===== config.mk =====
export PLATFORM = sky130hd
export DESIGN_NAME = mc14500b_seq
export DESIGN_NICKNAME = d
export VERILOG_FILES = /design/src/rtl/mc14500b_seq.sv
export SDC_FILE = /design/constraint.sdc
export NUM_CORES = 1
export LEC_CHECK = 0
export BUFFER_PORTS_ARGS = -buffer_cell sky130_fd_sc_hd__buf_4
export CAP_MARGIN = 40
export CORE_MARGIN = 2
export CORE_UTILIZATION = 55
export CTS_CLUSTER_DIAMETER = 100
export CTS_CLUSTER_SIZE = 28
export DETAILED_ROUTE_END_ITERATION = 8
export GPL_ROUTABILITY_DRIVEN = 1
export GPL_TIMING_DRIVEN = 0
export PLACE_DENSITY = 0.76
export SLEW_MARGIN = 15
export SYNTH_ARGS = -nofsm -noshare
export SYNTH_HDL_FRONTEND = slang
export SYNTH_SLANG_ARGS = --single-unit
export TNS_END_PERCENT = 100

===== constraint.sdc =====
create_clock -name clk_in -period 4.16 [get_ports clk_in]
set_input_delay 0.416 -clock clk_in [delete_from_list [all_inputs] [get_ports clk_in]]
set_output_delay 0.416 -clock clk_in [all_outputs]
set_load 0.005 [all_outputs]

===== src/rtl/mc14500b_seq.sv =====
// Program sequencer for an MC14500B ICU: fetches ROM words, issues them, and handles jumps/calls/returns.
// Optional halt-on-NOPF support is compiled in with the MC14500B_SEQ_HALT_EN macro.
module mc14500b_seq (
    input  logic       clk_in,
    input  logic       rst,
    output logic [7:0] rom_addr,
    input  logic [7:0] rom_data,
    output logic [3:0] I,
    output logic [3:0] io_addr,
    output logic       instr_valid,
    input  logic       step,
    input  logic       JMP,
    input  logic       RTN,
    input  logic       SKP,
    input  logic       FLGF,
    output logic       halted,
    output logic       stack_err
);

    typedef enum logic [2:0] {
        FETCH,
        LATCH,
        ISSUE,
        TFETCH,
        TLATCH
`ifdef MC14500B_SEQ_HALT_EN
        , HALT
`endif
    } state_t;

    state_t     state;
    state_t     state_next;
    logic [7:0] pc;
    logic [7:0] pc_next;
    logic [7:0] pc_inc;
    logic [2:0] sp;
    logic [1:0] top_idx;
    logic [7:0] stack [4];
    logic       push_en;
    logic       pop_en;
    logic       latch_en;

    assign pc_inc  = pc + 8'd1;
    assign top_idx = 2'(sp - 3'd1);

    // The jump path reads the target byte that follows the jump instruction.
    assign rom_addr    = (state == TFETCH || state == TLATCH) ? pc_inc : pc;
    assign instr_valid = (state == ISSUE);

`ifdef MC14500B_SEQ_HALT_EN
    assign halted = (state == HALT);
`else
    assign halted = 1'b0;
`endif

    always_comb begin
        state_next = state;
        pc_next    = pc;
        push_en    = 1'b0;
        pop_en     = 1'b0;
        latch_en   = 1'b0;
        case (state)
            FETCH: begin
                state_next = LATCH;
            end
            LATCH: begin
                latch_en   = 1'b1;
                state_next = ISSUE;
            end
            ISSUE: begin
                if (step) begin
                    if (SKP) begin
                        pc_next    = pc_inc;
                        state_next = FETCH;
                    end else if (RTN) begin
                        pop_en     = 1'b1;
                        pc_next    = (sp == 3'd0) ? 8'h00 : stack[top_idx];
                        state_next = FETCH;
                    end else if (JMP) begin
                        state_next = TFETCH;
`ifdef MC14500B_SEQ_HALT_EN
                    end else if (FLGF) begin
                        state_next = HALT;
`else
                    end else if (FLGF) begin
                        pc_next    = pc_inc;
                        state_next = FETCH;
`endif
                    end else begin
                        pc_next    = pc_inc;
                        state_next = FETCH;
                    end
                end
            end
            TFETCH: begin
                state_next = TLATCH;
            end
            TLATCH: begin
                // A call is flagged by bit 3 of the jump instruction's I/O field.
                push_en    = io_addr[3];
                pc_next    = rom_data;
                state_next = FETCH;
            end
`ifdef MC14500B_SEQ_HALT_EN
            HALT: begin
                state_next = HALT;
            end
`endif
            default: begin
                state_next = FETCH;
            end
        endcase
    end

    always_ff @(posedge clk_in) begin
        if (rst) begin
            state <= FETCH;
            pc    <= 8'h00;
        end else begin
            state <= state_next;
            pc    <= pc_next;
        end
    end

    always_ff @(posedge clk_in) begin
        if (rst) begin
            I         <= 4'b0000;
            io_addr   <= 4'h0;
            sp        <= 3'd0;
            stack_err <= 1'b0;
        end else begin
            if (latch_en) begin
                I       <= rom_data[7:4];
                io_addr <= rom_data[3:0];
            end
            // Overflowing pushes are dropped; the jump itself still proceeds.
            if (push_en) begin
                if (sp == 3'd4) begin
                    stack_err <= 1'b1;
                end else begin
                    stack[sp[1:0]] <= pc_inc;
                    sp             <= sp + 3'd1;
                end
            end
            if (pop_en) begin
                if (sp == 3'd0) begin
                    stack_err <= 1'b1;
                end else begin
                    sp <= sp - 3'd1;
                end
            end
        end
    end

endmodule


==> flow_summary.rst <==
.. list-table::
   :header-rows: 1

   * - Metric
     - Value
   * - Fraction of the mapped netlist area in simple logic gates
     - 13.9%
   * - Post-layout minimum cycle time
     - 2.52 ns
   * - Final Core Density
     - 65.1%
   * - Final setup violation count
     - 0
   * - Clock tree from TritonCTS
     - done
   * - Congestion Overflow GR
     - 0
   * - Int Power
     - 0.790 mW
   * - Routed Wire Length
     - 5090 µm
   * - Mean number of vias per cell
     - 5.77
   * - Reg2Reg Depth
     - 8
   * - Largest fanout of any net on the critical path
     - 10
   * - Uppermost signal routing layer after detailed routing
     - met4
   * - Sum of met3 wire segment lengths after detailed routing
     - 239 µm
   * - Growth of design area from synthesis to finish
     - 15.0%
   * - Total Power Consumption
     - 1.06 mW
   * - Count of flip-flops with a built-in enable after synthesis
     - 32
   * - Multiplexer share of the synthesized area
     - 10.1%
   * - # nets final
     - 275
   * - Wl on met1
     - 2400 µm
   * - Leakage dissipation
     - 1.16 nW
   * - CTS max path bufs
     - 2
   * - Antenna cells
     - 0
   * - Cell total after placement
     - 301
   * - Post-detail-place hpwl
     - 3740 µm
   * - Number of distinct library cells after synthesis
     - 54
   * - Ports placed on the boundary
     - 34
   * - Peak supply drop
     - 0.232 mV
   * - Critical Path Source Type
     - flop
   * - Post-cts gate resize count
     - 0
   * - Category of the worst setup path capture point
     - flop
   * - Final count of pins violating max slew
     - 0
   * - Category of the critical setup timing path
     - flop to flop
   * - Average cell area after synthesis
     - 12.3 µm²
   * - Number of global-route vias before repair
     - 1738
   * - Mean routed wirelength per cell
     - 16.5 µm
   * - Arr. time, crit path
     - 2.75 ns
   * - Largest area contributor in the netlist
     - sky130_fd_sc_hd__edfxtp_1
   * - Port Buffer Count
     - 31
   * - Number of clock sinks seen by CTS
     - 55
   * - Xor/xnor cell area share of the yosys netlist
     - 4.28%
   * - Share of synthesized area occupied by flip-flops and latches
     - 53.5%
   * - Placeable core region
     - 4690 µm²
   * - Outcome
     - completed
   * - Slew @ Worst Pin
     - 0.540 ns
   * - Iteration-0 DRC count of the detailed router
     - 186
   * - Syn nets
     - 237
   * - Unrepaired setup endpoints after global routing
     - false
   * - Gate family responsible for the most delay along the worst path
     - compound AO/OA/AOI/OAI gates
   * - Total number of cells along the worst setup path
     - 8
   * - Amount of wire on met2 after detailed routing
     - 2390 µm
   * - Global router's overall resource usage
     - 21.1%
   * - Primary FF master, synth
     - sky130_fd_sc_hd__edfxtp_1
   * - Setup slack after layout
     - 1.64 ns
   * - Setup TNS after final layout
     - 0 ns
   * - Share of flip-flops with an asynchronous set or reset after synthesis
     - 0%
   * - Clock Latency Late Sink
     - 0.31 ns
   * - Combined area of all synthesized cells
     - 2660 µm²
   * - Initial standard-cell utilization of the core
     - 56.7%
   * - Via total after detailed routing
     - 1782
   * - Critical-path cell with the highest stage delay
     - sky130_fd_sc_hd__dfxtp_1
   * - Slowest cell delay on critical path
     - 0.38 ns
   * - Proportion of power drawn by combinational gates
     - 14.2%
   * - Cell at the root of the clock tree
     - sky130_fd_sc_hd__clkbuf_8
   * - Cell Rows
     - 25
   * - Switching pwr
     - 0.274 mW
   * - Post-DRT Antenna Nets
     - 0
   * - Global-route wire length before repair
     - 8520 µm
   * - DP Worst Slack
     - 1.68 ns
   * - Chip Width
     - 73.5 µm
   * - Largest family of logic cells by synthesized area
     - simple AND/OR/NAND/NOR gates
   * - Part of the total power dissipated in the clock network
     - 29.4%
   * - Commonest cells after routing, fill and taps aside
     - sky130_fd_sc_hd__buf_4 (32), sky130_fd_sc_hd__edfxtp_1 (32), sky130_fd_sc_hd__dfxtp_1 (23)
   * - Number of cells produced by synthesis
     - 216
   * - Compound-cell area share of the yosys netlist
     - 11.1%
   * - Number of hold violations in the final report
     - 0
   * - Depth of the CTS H-tree
     - 2
   * - Share of the synthesized area in the top cell type
     - 36.1%
   * - Last weighted congestion value of the routability-driven placer
     - 0.786
   * - Die Footprint
     - 5410 µm²
   * - Placed inst area
     - 2960 µm²
   * - Adder-cell share of the synthesized area
     - 2.82%
   * - Headroom to the max-slew limit
     - 63.9%
   * - Maximum Capacitance Violations
     - 0
   * - Required time of the critical path
     - 4.40 ns
   * - Period utilisation layout
     - 60.5%
   * - Y dimension of the die
     - 73.5 µm
   * - Post-CTS setup buffers
     - 0
   * - Hold buffer count at cts
     - 0
   * - Synth warn
     - 0
   * - Num CTS Buffers
     - 5
   * - Worst min path class
     - primary input to flop
   * - Fraction of layout cells with a size suffix above 1
     - 28.2%
   * - Drt drc
     - 0
   * - Initial antenna violation count
     - 0
   * - Worst Hold Path Cells
     - 2
   * - Buffering stage count on the worst path with inverters included
     - 3
   * - Dominant cell type by count on the critical path
     - sky130_fd_sc_hd__buf_2
   * - Ratio of total power to cell area
     - 348 nW/µm²
   * - Clock transition at the registers of the reported paths
     - 0.10 ns
   * - Pin count of the biggest net entering global routing
     - 21
   * - Synth top area cells
     - sky130_fd_sc_hd__edfxtp_1 (36%), sky130_fd_sc_hd__dfxtp_1 (17%), sky130_fd_sc_hd__mux4_2 (5.1%)
   * - Sequential group share of total power
     - 56.4%
   * - Register bit count reported by yosys
     - 55
   * - Area of all placed cells without fillers
     - 3060 µm²
   * - Timing-limited maximum frequency
     - 397 MHz
   * - Clock Skews
     - 0.00593 ns
   * - Number of cells in the finished layout apart from fillers
     - 309
   * - WHS
     - 0.339 ns
   * - Cells along the critical path
     - buf_2, inv_1, ha_1, buf_2, mux2i_1, o311ai_0, o221ai_1, a211oi_2
   * - Total iterations of the first detailed-routing run
     - 4
   * - Switching part of the total power
     - 25.7%
## layout make-up
class	count	area (µm²)
fillers	350	1640
flip-flops and latches	55	1420
multi-input cells	145	1120
repair buffers	31	233
plain buffers	12	97.6
clock buffers	5	68.8
well taps	54	67.6
clock inverters	3	28.8
inverters	4	15.0
## layer usage
layer / vias to the layer above / global-route usage, %
met5: - / 0
met4: 0 / 5.45
met3: 9 / 4.66
met2: 47 / 34.6
met1: 850 / 28.7
li1: 876 / -
## state kept, by name, summed over array words and instances, names as in the netlist
name	flops
I	4
pc	8
state	3
io_addr	4
sp	3
stack	32
stack_err	1
## power by group through the flow
stage	sequential, mW	combinational (mW)	clock, mW
6_report	0.600	0.151	0.313
5_1_grt	0.603	0.168	0.352
4_1_cts	0.601	0.151	0.324
3_5_place_dp	0.613	0.150	0
3_3_place_gp	0.613	0.149	0
2_1_floorplan	0.611	0.0996	0
## synthesized netlist by cell type, drive strengths merged (3+ instances only)
library cell / n
a211oi: 4
a21oi: 12
a221oi: 3
and2: 4
buf: 7
clkbuf: 4
dfxtp: 23
edfxtp: 32
ha: 6
inv: 4
mux2: 3
mux2i: 10
mux4: 6
nand2: 10
nand2b: 4
nand3: 9
nor2: 20
nor3: 6
nor3b: 3
o211ai: 3
o22ai: 3
xnor2: 7
xor2: 6
## logic make-up (layout without fill, tap and decap cells)
family / Yosys count / after routing
fa+ha+maj: 6 / 6
simple gates: 68 / 68
other cells: 1 / 1
buf+inv: 16 / 55
compound gates: 38 / 38
mux: 19 / 19
xor+xnor: 13 / 13
flops: 55 / 55
## final timing paths
check / from / end / slack (ns)
min: rst / state[0]$_SDFFE_PP0P_ / 0.34
max reg2reg: sp[0]$_SDFF_PP0_ / pc[5]$_SDFFE_PP0P_ / 1.64
max: sp[0]$_SDFF_PP0_ / pc[5]$_SDFFE_PP0P_ / 1.64
min reg2reg: stack_err$_SDFF_PP0_ / stack_err$_SDFF_PP0_ / 0.49
Power figures use the tool's default switching activity.
